File: src/rtl/reg_pipe_hs.sv
// Multi-stage valid/ready pipeline register with bubble collapsing, flush and occupancy.
// Stage STAGES-1 drives the output; each stage keeps its data until a real transfer.
module reg_pipe_hs #(
  parameter int unsigned       WIDTH      = 40,
  parameter int unsigned       STAGES     = 2,
  parameter logic [WIDTH-1:0]  RESET_DATA = '0
) (
  input  logic                            clk,
  input  logic                            rst,
  input  logic                            flush,
  input  logic                            in_valid,
  output logic                            in_ready,
  input  logic [WIDTH-1:0]                in_data,
  output logic                            out_valid,
  input  logic                            out_ready,
  output logic [WIDTH-1:0]                out_data,
  output logic [$clog2(STAGES+1)-1:0]     occupancy
);

  localparam int unsigned OccW = $clog2(STAGES + 1);

  logic [STAGES-1:0] v_q, v_d;
  logic [STAGES-1:0] adv, load, d_en;
  logic [WIDTH-1:0]  d_q [STAGES];
  logic [OccW-1:0]   occ_q, occ_d;
  logic              room;

  // A stage advances when it is valid and some slot at or below it can absorb a word;
  // equivalent to the recursive adv chain but without a self-referencing vector.
  always_comb begin
    adv  = '0;
    room = out_ready;
    for (int i = STAGES - 1; i >= 0; i--) begin
      adv[i] = v_q[i] & room;
      room   = room | ~v_q[i];
    end
    load = ~v_q | adv;
  end

  assign in_ready  = load[0] & ~flush & ~rst;
  assign out_valid = v_q[STAGES-1];
  assign out_data  = d_q[STAGES-1];
  assign occupancy = occ_q;

  always_comb begin
    v_d     = v_q;
    d_en    = '0;
    d_en[0] = load[0] & in_valid;
    if (load[0]) begin
      v_d[0] = in_valid;
    end
    for (int i = 1; i < STAGES; i++) begin
      d_en[i] = load[i] & adv[i-1];
      if (load[i]) begin
        v_d[i] = v_q[i-1] & adv[i-1];
      end
    end
    if (flush) begin
      v_d  = '0;
      d_en = '0;
    end
  end

  always_comb begin
    occ_d = '0;
    for (int i = 0; i < STAGES; i++) begin
      occ_d = occ_d + OccW'(v_d[i]);
    end
  end

  always_ff @(posedge clk) begin
    if (rst) begin
      v_q   <= '0;
      occ_q <= '0;
    end else begin
      v_q   <= v_d;
      occ_q <= occ_d;
    end
  end

  always_ff @(posedge clk) begin
    if (rst || flush) begin
      d_q[0] <= RESET_DATA;
    end else if (d_en[0]) begin
      d_q[0] <= in_data;
    end
  end

  for (genvar g = 1; g < STAGES; g++) begin : gen_stage
    always_ff @(posedge clk) begin
      if (rst || flush) begin
        d_q[g] <= RESET_DATA;
      end else if (d_en[g]) begin
        d_q[g] <= d_q[g-1];
      end
    end
  end

endmodule

File: config.mk
export PLATFORM = sky130hd
export DESIGN_NAME = reg_pipe_hs
export DESIGN_NICKNAME = d
export VERILOG_FILES = /design/src/rtl/reg_pipe_hs.sv
export SDC_FILE = /design/constraint.sdc
export NUM_CORES = 1
export LEC_CHECK = 0
export CORE_ASPECT_RATIO = 0.75
export CORE_MARGIN = 2
export CORE_UTILIZATION = 57
export CTS_BUF_LIST = sky130_fd_sc_hd__clkbuf_8
export CTS_CLUSTER_DIAMETER = 60
export DETAILED_ROUTE_END_ITERATION = 8
export DONT_BUFFER_PORTS = 1
export PLACE_DENSITY = 0.73
export SYNTH_ARGS = -nofsm -noshare
export SYNTH_HDL_FRONTEND = slang
export SYNTH_SLANG_ARGS = --single-unit
File: constraint.sdc
create_clock -name clk -period 12.55 [get_ports clk]
set_input_delay 0 -clock clk [delete_from_list [all_inputs] [get_ports clk]]
set_output_delay 0 -clock clk [all_outputs]
set_load 0.05 [all_outputs]
==> metrics.txt, run 1 <==
initial antenna violation count 0; RSZ-0062 raised after global routing no; Worst-Skew Late Latency 350 ps; Combinational Power Share 7.1%; first-pass GRT wire length 10400 microns; share of cells above drive strength 1 18.0%; top-area cell type share of the netlist area 65.6%; fmax 318 MHz; Max VDD drop 0.0601 mV; largest net degree at the start of global routing 45; post-synth top area cell edfxtp_1; CP bufs+invs 0; port buffer count 0; Mapped Area 0.00366 sq mm; die width 96.5 microns; Final GP Congestion 0.777; nets 364; vias in the first global route 2137; Net Sw Frac 23.9%; Max-cap violations 0; post-DP HPWL 3720 microns; part of the Yosys area used for sequential elements 67.8%; Worst R2R Path Depth 2; WL met2 3250 microns; CTS tree built; routed length on met3 459 microns; CTS Buf Count 9; Yosys cell types 21; Top Layer Used met4; routed len/inst 16.4 microns; CP arrival 3060 ps; Post-Syn Instances 248; internal power 433 uW; die area 0.00708 sq mm; Sequential Area 0.00248 sq mm; total track usage 20.1%; # fillers 406; clock sink count 84; # resized after CTS 0; Net Sw Power 136 uW; Mapped Nets 294; final setup violation count 0; # diodes 0; Final Instance Area 0.00464 sq mm; critical path cell sequence and3b_2, o21ai_4; clock share of power 31.1%; Worst path depth 2; Cell Pwr Density 123 mW/mm^2; Core ar. 0.00626 sq mm; Final Max Tran Viols 0; wl on met1 2680 microns; Multi-input gate area 0.00100 sq mm; area delta synth->final 26.7%; Initial Util 58.5%; Final ANT Viol Nets 0; Clock transition at path regs 70 ps; Min-Delay Path Depth 3; cell family with most CP delay simple AND/OR/NAND/NOR gates; Worst slew margin 16.3%; DRT iter0 DRCs 137; crit path max fanout 44; Cell Rows 25; Pleak 0.00171 uW; Via Count 2229; Bufs on Longest Clock Path 2; status complete, no violations; synthesis warning total 0; Setup crit start kind flip-flop; worst setup margin 9410 ps; max incr delay on CP 1130 ps; DRC errors left 0; grt ovf 0; Hold Path Class input pin to flip-flop; Final TNS setup 0 ps; Die Height 73.4 microns; Tmin final 3140 ps; clock root cell clkbuf_8; Routed Wire Length 6620 microns; worst-margin pin slew 1250 ps; pre-CTS WS 9430 ps; register bit total from synthesis 84; Crit path required time 12470 ps; Pre-antenna DRT Iters 5; sequential share of power 61.8%; fin util 74.1%; Final Hold Viols 0; Area contributors post-synth edfxtp_1 66%, nor3_2 10%, and4_1 9.6%, nand2_1 4.1%, buf_6 3.1%; Placement Cell Area 0.00360 sq mm; vias per cell 5.52; Tcrit/Tclk final 25.0%; Worst path slowest cell and3b_2; CP Capture Type flip-flop; Avg Cell Area, Syn 14.8 sq um; clk_skew 10.1 ps; Ports 89; CP Class flip-flop to flip-flop; H-tree depth 3
-- worst paths after layout --
| kind | start | to | slack, ps |
|---|---|---|---|
| worst min register to register | d_q[0][4]$_SDFFCE_PN0P_ | d_q[1][4]$_SDFFCE_PN0P_ | 570 |
| worst max-delay path | v_q[0]$_SDFF_PP0_ | d_q[0][0]$_SDFFCE_PN0P_ | 9410 |
| worst max register to register | v_q[0]$_SDFF_PP0_ | d_q[0][0]$_SDFFCE_PN0P_ | 9410 |
| worst min-delay path | flush | occupancy[0]$_SDFF_PP0_ | 30 |
-- repair_timing --
item	in CTS	in global routing
endpoints found under the setup margin	0	0
hold endpoints to repair	44	0
buffers inserted	0	0
hold buffers	85	0
-- cells in the final DEF (no fill, tap or decap), types with 3 or more instances in the layout --
master         count
dlygate4sd3_1     85
nor3_2            38
a21oi_1            3
and4_1            40
inv_1              4
dfxtp_1            4
clkinv_2           3
edfxtp_1          80
nand2_1           40
clkbuf_8           9
-- metal layers --
metal / up-vias / track usage (%)
li1: 1075 / -
met1: 1051 / 24.4
met2: 82 / 31.9
met3: 21 / 8.10
met4: 0 / 9.08
met5: - / 0
-- power by group through the flow --
stage                     sequential, uW  combinational [uW]  clock [uW]
after CTS                            351                39.8         179
final                                351                40.6         177
after floorplan                      355                20.1           0
after detailed placement             358                19.5           0
after global routing                 353                44.0         191
after global placement               357                19.0           0
-- through the flow --
step	std cells	power (uW)	hold WS (ps)
after global routing	404	588	28.8
after detailed placement	303	377	74.9
after CTS	404	570	25.7
final	404	568	30.9
after global placement	303	376	74.0
after floorplan	248	375	71.6
-- cell type report --
type | instances | area share, %
flip-flops and latches | 84 | 53.5
multi-input cells | 135 | 21.6
repair buffers | 86 | 18.5
clock buffers | 9 | 2.67
well taps | 81 | 2.19
clock inverters | 7 | 1.30
inverters | 2 | 0.162
-- worst register-to-register path: stages (launching register included) --
cell and delay (ps):
dfxtp_1 1040, and3b_2 1130, o21ai_4 520
-- Yosys cell counts --
cell	count
edfxtp_1	80
and4_1	40
nand2_1	40
nor3_2	38
clkbuf_1	12
buf_6	10
clkbuf_2	5
dfxtp_1	4
a21oi_1	3
inv_1	2
nor2_1	2
nor2b_1	2
nor3_1	2
a211oi_1	1
a21o_1	1
and3b_1	1
ha_1	1
nand2b_1	1
nand3b_1	1
o21ai_0	1
or2_1	1
-- sequential cells by signal, indices dropped and copies added, names as in the netlist --
signal	count
occupancy	2
v_q	2
d_q	80
-- cell families (layout without fill, tap and decap cells) --
kind of cell | after synthesis | in the layout | share of synthesized area [%]
AO/OA/AOI/OAI | 6 | 6 | 0.957
adder cells (fa/ha/maj) | 1 | 1 | 0.342
buffers and inverters | 29 | 104 | 5.20
flip-flops | 84 | 84 | 67.8
AND/OR/NAND/NOR | 128 | 128 | 25.7
No activity file was read; power rests on OpenSTA's default activity.
==> inputs of run 2 (changes only) <==
Settings changed: ABC_AREA set to 1.
Clock period 12.55 ns to 3.2 ns, I/O delays scaled along.
==> metrics.txt, run 2 <==
Mapped Nets 324; Die Height 71.4 microns; Final Hold Viols 0; CTS tree built; register bit total from synthesis 84; Routed Wire Length 5140 microns; Hold Path Class input pin to flip-flop; Max VDD drop 0.306 mV; Crit path required time 3080 ps; commonest cells in the netlist 88 x inv_1, 80 x edfxtp_1, 50 x nor2_2, 33 x nor2_1; grt ovf 0; Post-synth EDFFs 80; port buffer count 0; most common cell after layout, fill and taps aside inv_1; Cell Pwr Density 552 mW/mm^2; Pleak 0.00172 uW; initial antenna violation count 0; crit path max fanout 40; Cell Rows 24; clk_skew 9.47 ps; die area 0.00670 sq mm; Tmin final 2020 ps; clock sink count 84; # diodes 0; worst-margin pin slew 907 ps; nets 371; WHS 255 ps; # fillers 415; die width 93.8 microns; share of cells above drive strength 1 20.9%; part of the Yosys area used for sequential elements 71.9%; Initial Util 59.2%; worst setup margin 1180 ps; max FFs per register 80; top-area cell type share of the netlist area 69.6%; Clock transition at path regs 80 ps; Final GP Congestion 0.651; Worst-Skew Late Latency 340 ps; total track usage 16.8%; Ports 89; Tcrit/Tclk final 63.3%; vias in the first global route 1766; first-pass GRT wire length 8250 microns; area delta synth->final 19.1%; post-synth top area cell edfxtp_1; most frequent cells in the layout 90 x inv_1, 80 x edfxtp_1, 50 x nor2_2, 44 x dlygate4sd3_1, 33 x nor2_1; count leader, synth inv_1; CP Class flip-flop to flip-flop; Worst path slowest cell dfxtp_1; Area contributors post-synth edfxtp_1 70%, inv_1 9.6%, nor2_2 9.1%, nor2_1 3.6%, buf_6 2.6%; DRC errors left 0; pre-CTS WS 1160 ps; Final Instance Area 0.00411 sq mm; Yosys cell types 13; RSZ-0062 raised after global routing no; Mapped Area 0.00345 sq mm; CTS Buf Count 9; clock root cell clkbuf_8; Final ANT Viol Nets 0; Core ar. 0.00583 sq mm; Final TNS setup 0 ps; fmax 494 MHz; Setup crit start kind flip-flop; synthesis warning total 0; Worst slew margin 39.3%; # resized after CTS 0; Via Count 1839; DRT iter0 DRCs 75; vias per cell 4.51; Sequential Area 0.00248 sq mm; fin util 70.6%; R2R setup slack 1180 ps; Final Max Tran Viols 0; Multi-input gate area 553 sq um; max incr delay on CP 680 ps; Max-cap violations 0; status complete, no violations; final setup violation count 0; post-DP HPWL 2860 microns; CP Capture Type flip-flop; Pre-antenna DRT Iters 4; ys async rst share 0%; CP arrival 1910 ps; Placement Cell Area 0.00346 sq mm; Bufs on Longest Clock Path 2; Avg Cell Area, Syn 12.4 sq um; commonest register cell after synthesis edfxtp_1; largest net degree at the start of global routing 41; Post-Syn Instances 278; Top reg by flops d_q; H-tree depth 3; routed len/inst 12.6 microns; critical path cell sequence nand3_2, nand2_1, nand2_2
run 2: cell count changes in the layout (fill, tap and decap cells not counted), moves of 32 or more:
| cell | before | now |
|---|---|---|
| nor2_1 | 1 | 33 |
| nor3_2 | 38 | 0 |
| nor2_2 | 1 | 50 |
| nand2_1 | 40 | 6 |
| and4_1 | 40 | 0 |
| inv_1 | 4 | 90 |
| dlygate4sd3_1 | 85 | 44 |
run 2: kinds of logic (layout without fill, tap and decap cells):
logic type | Yosys count | after routing | synth area share, %
AOI/OAI and AO/OA | 2 | 2 | 0.363
buffers and inverters | 96 | 148 | 12.2
DFF | 84 | 84 | 71.9
adders and majority gates | 1 | 1 | 0.363
and+or+nand+nor | 95 | 95 | 15.2
run 2: final timing paths:
path / startpoint / endpoint / cells after the start
hold reg to reg: d_q[0][22]$_SDFFCE_PN0P_ / d_q[1][22]$_SDFFCE_PN0P_ / 2
setup / recovery: v_q[1]$_SDFF_PP0_ / d_q[0][36]$_SDFFCE_PN0P_ / 3
setup reg to reg: v_q[1]$_SDFF_PP0_ / d_q[0][36]$_SDFFCE_PN0P_ / 3
hold / removal: in_valid / d_q[0][4]$_SDFFCE_PN0P_ / 2
run 2: report_power, final:
part           leakage [uW]  internal (uW)  switching [uW]
Sequential         0.000945           1260             114
Combinational      0.000670           52.0            69.1
Clock              0.000109            430             345
run 2: timing repair:
item,in CTS,in global routing
endpoints found under the hold margin,44,0
buffers inserted,0,0
hold buffers,44,0
run 2: layout make-up:
| class | instances | share of cell area, % |
|---|---|---|
| sequential | 84 | 60.4 |
| multi-input combinational | 98 | 13.5 |
| timing repair buffer | 44 | 10.7 |
| inverter | 88 | 8.03 |
| clock buffer | 9 | 3.01 |
| tap | 78 | 2.37 |
| clock inverter | 7 | 2.04 |
run 2: metal layers:
metal  share of wire (%)  track usage, %  vias to the layer above
met5                   0               0                        -
met1                  38            18.2                      837
met3                 6.4            6.73                        5
li1                    -               -                      931
met2                  55            30.2                       66
met4                0.93            5.80                        0
run 2: worst max-delay path: cells and delay by family, from the launching register on:
family / cells / cell delay (ps)
simple gates: 3 / 870
flops: 1 / 680
run 2: stage by stage:
| step | instances | total power (uW) |
|---|---|---|
| after floorplan | 278 | 1460 |
| after global placement | 348 | 1470 |
| after detailed placement | 348 | 1480 |
| after CTS | 408 | 2300 |
| after global routing | 408 | 2350 |
| final | 408 | 2270 |
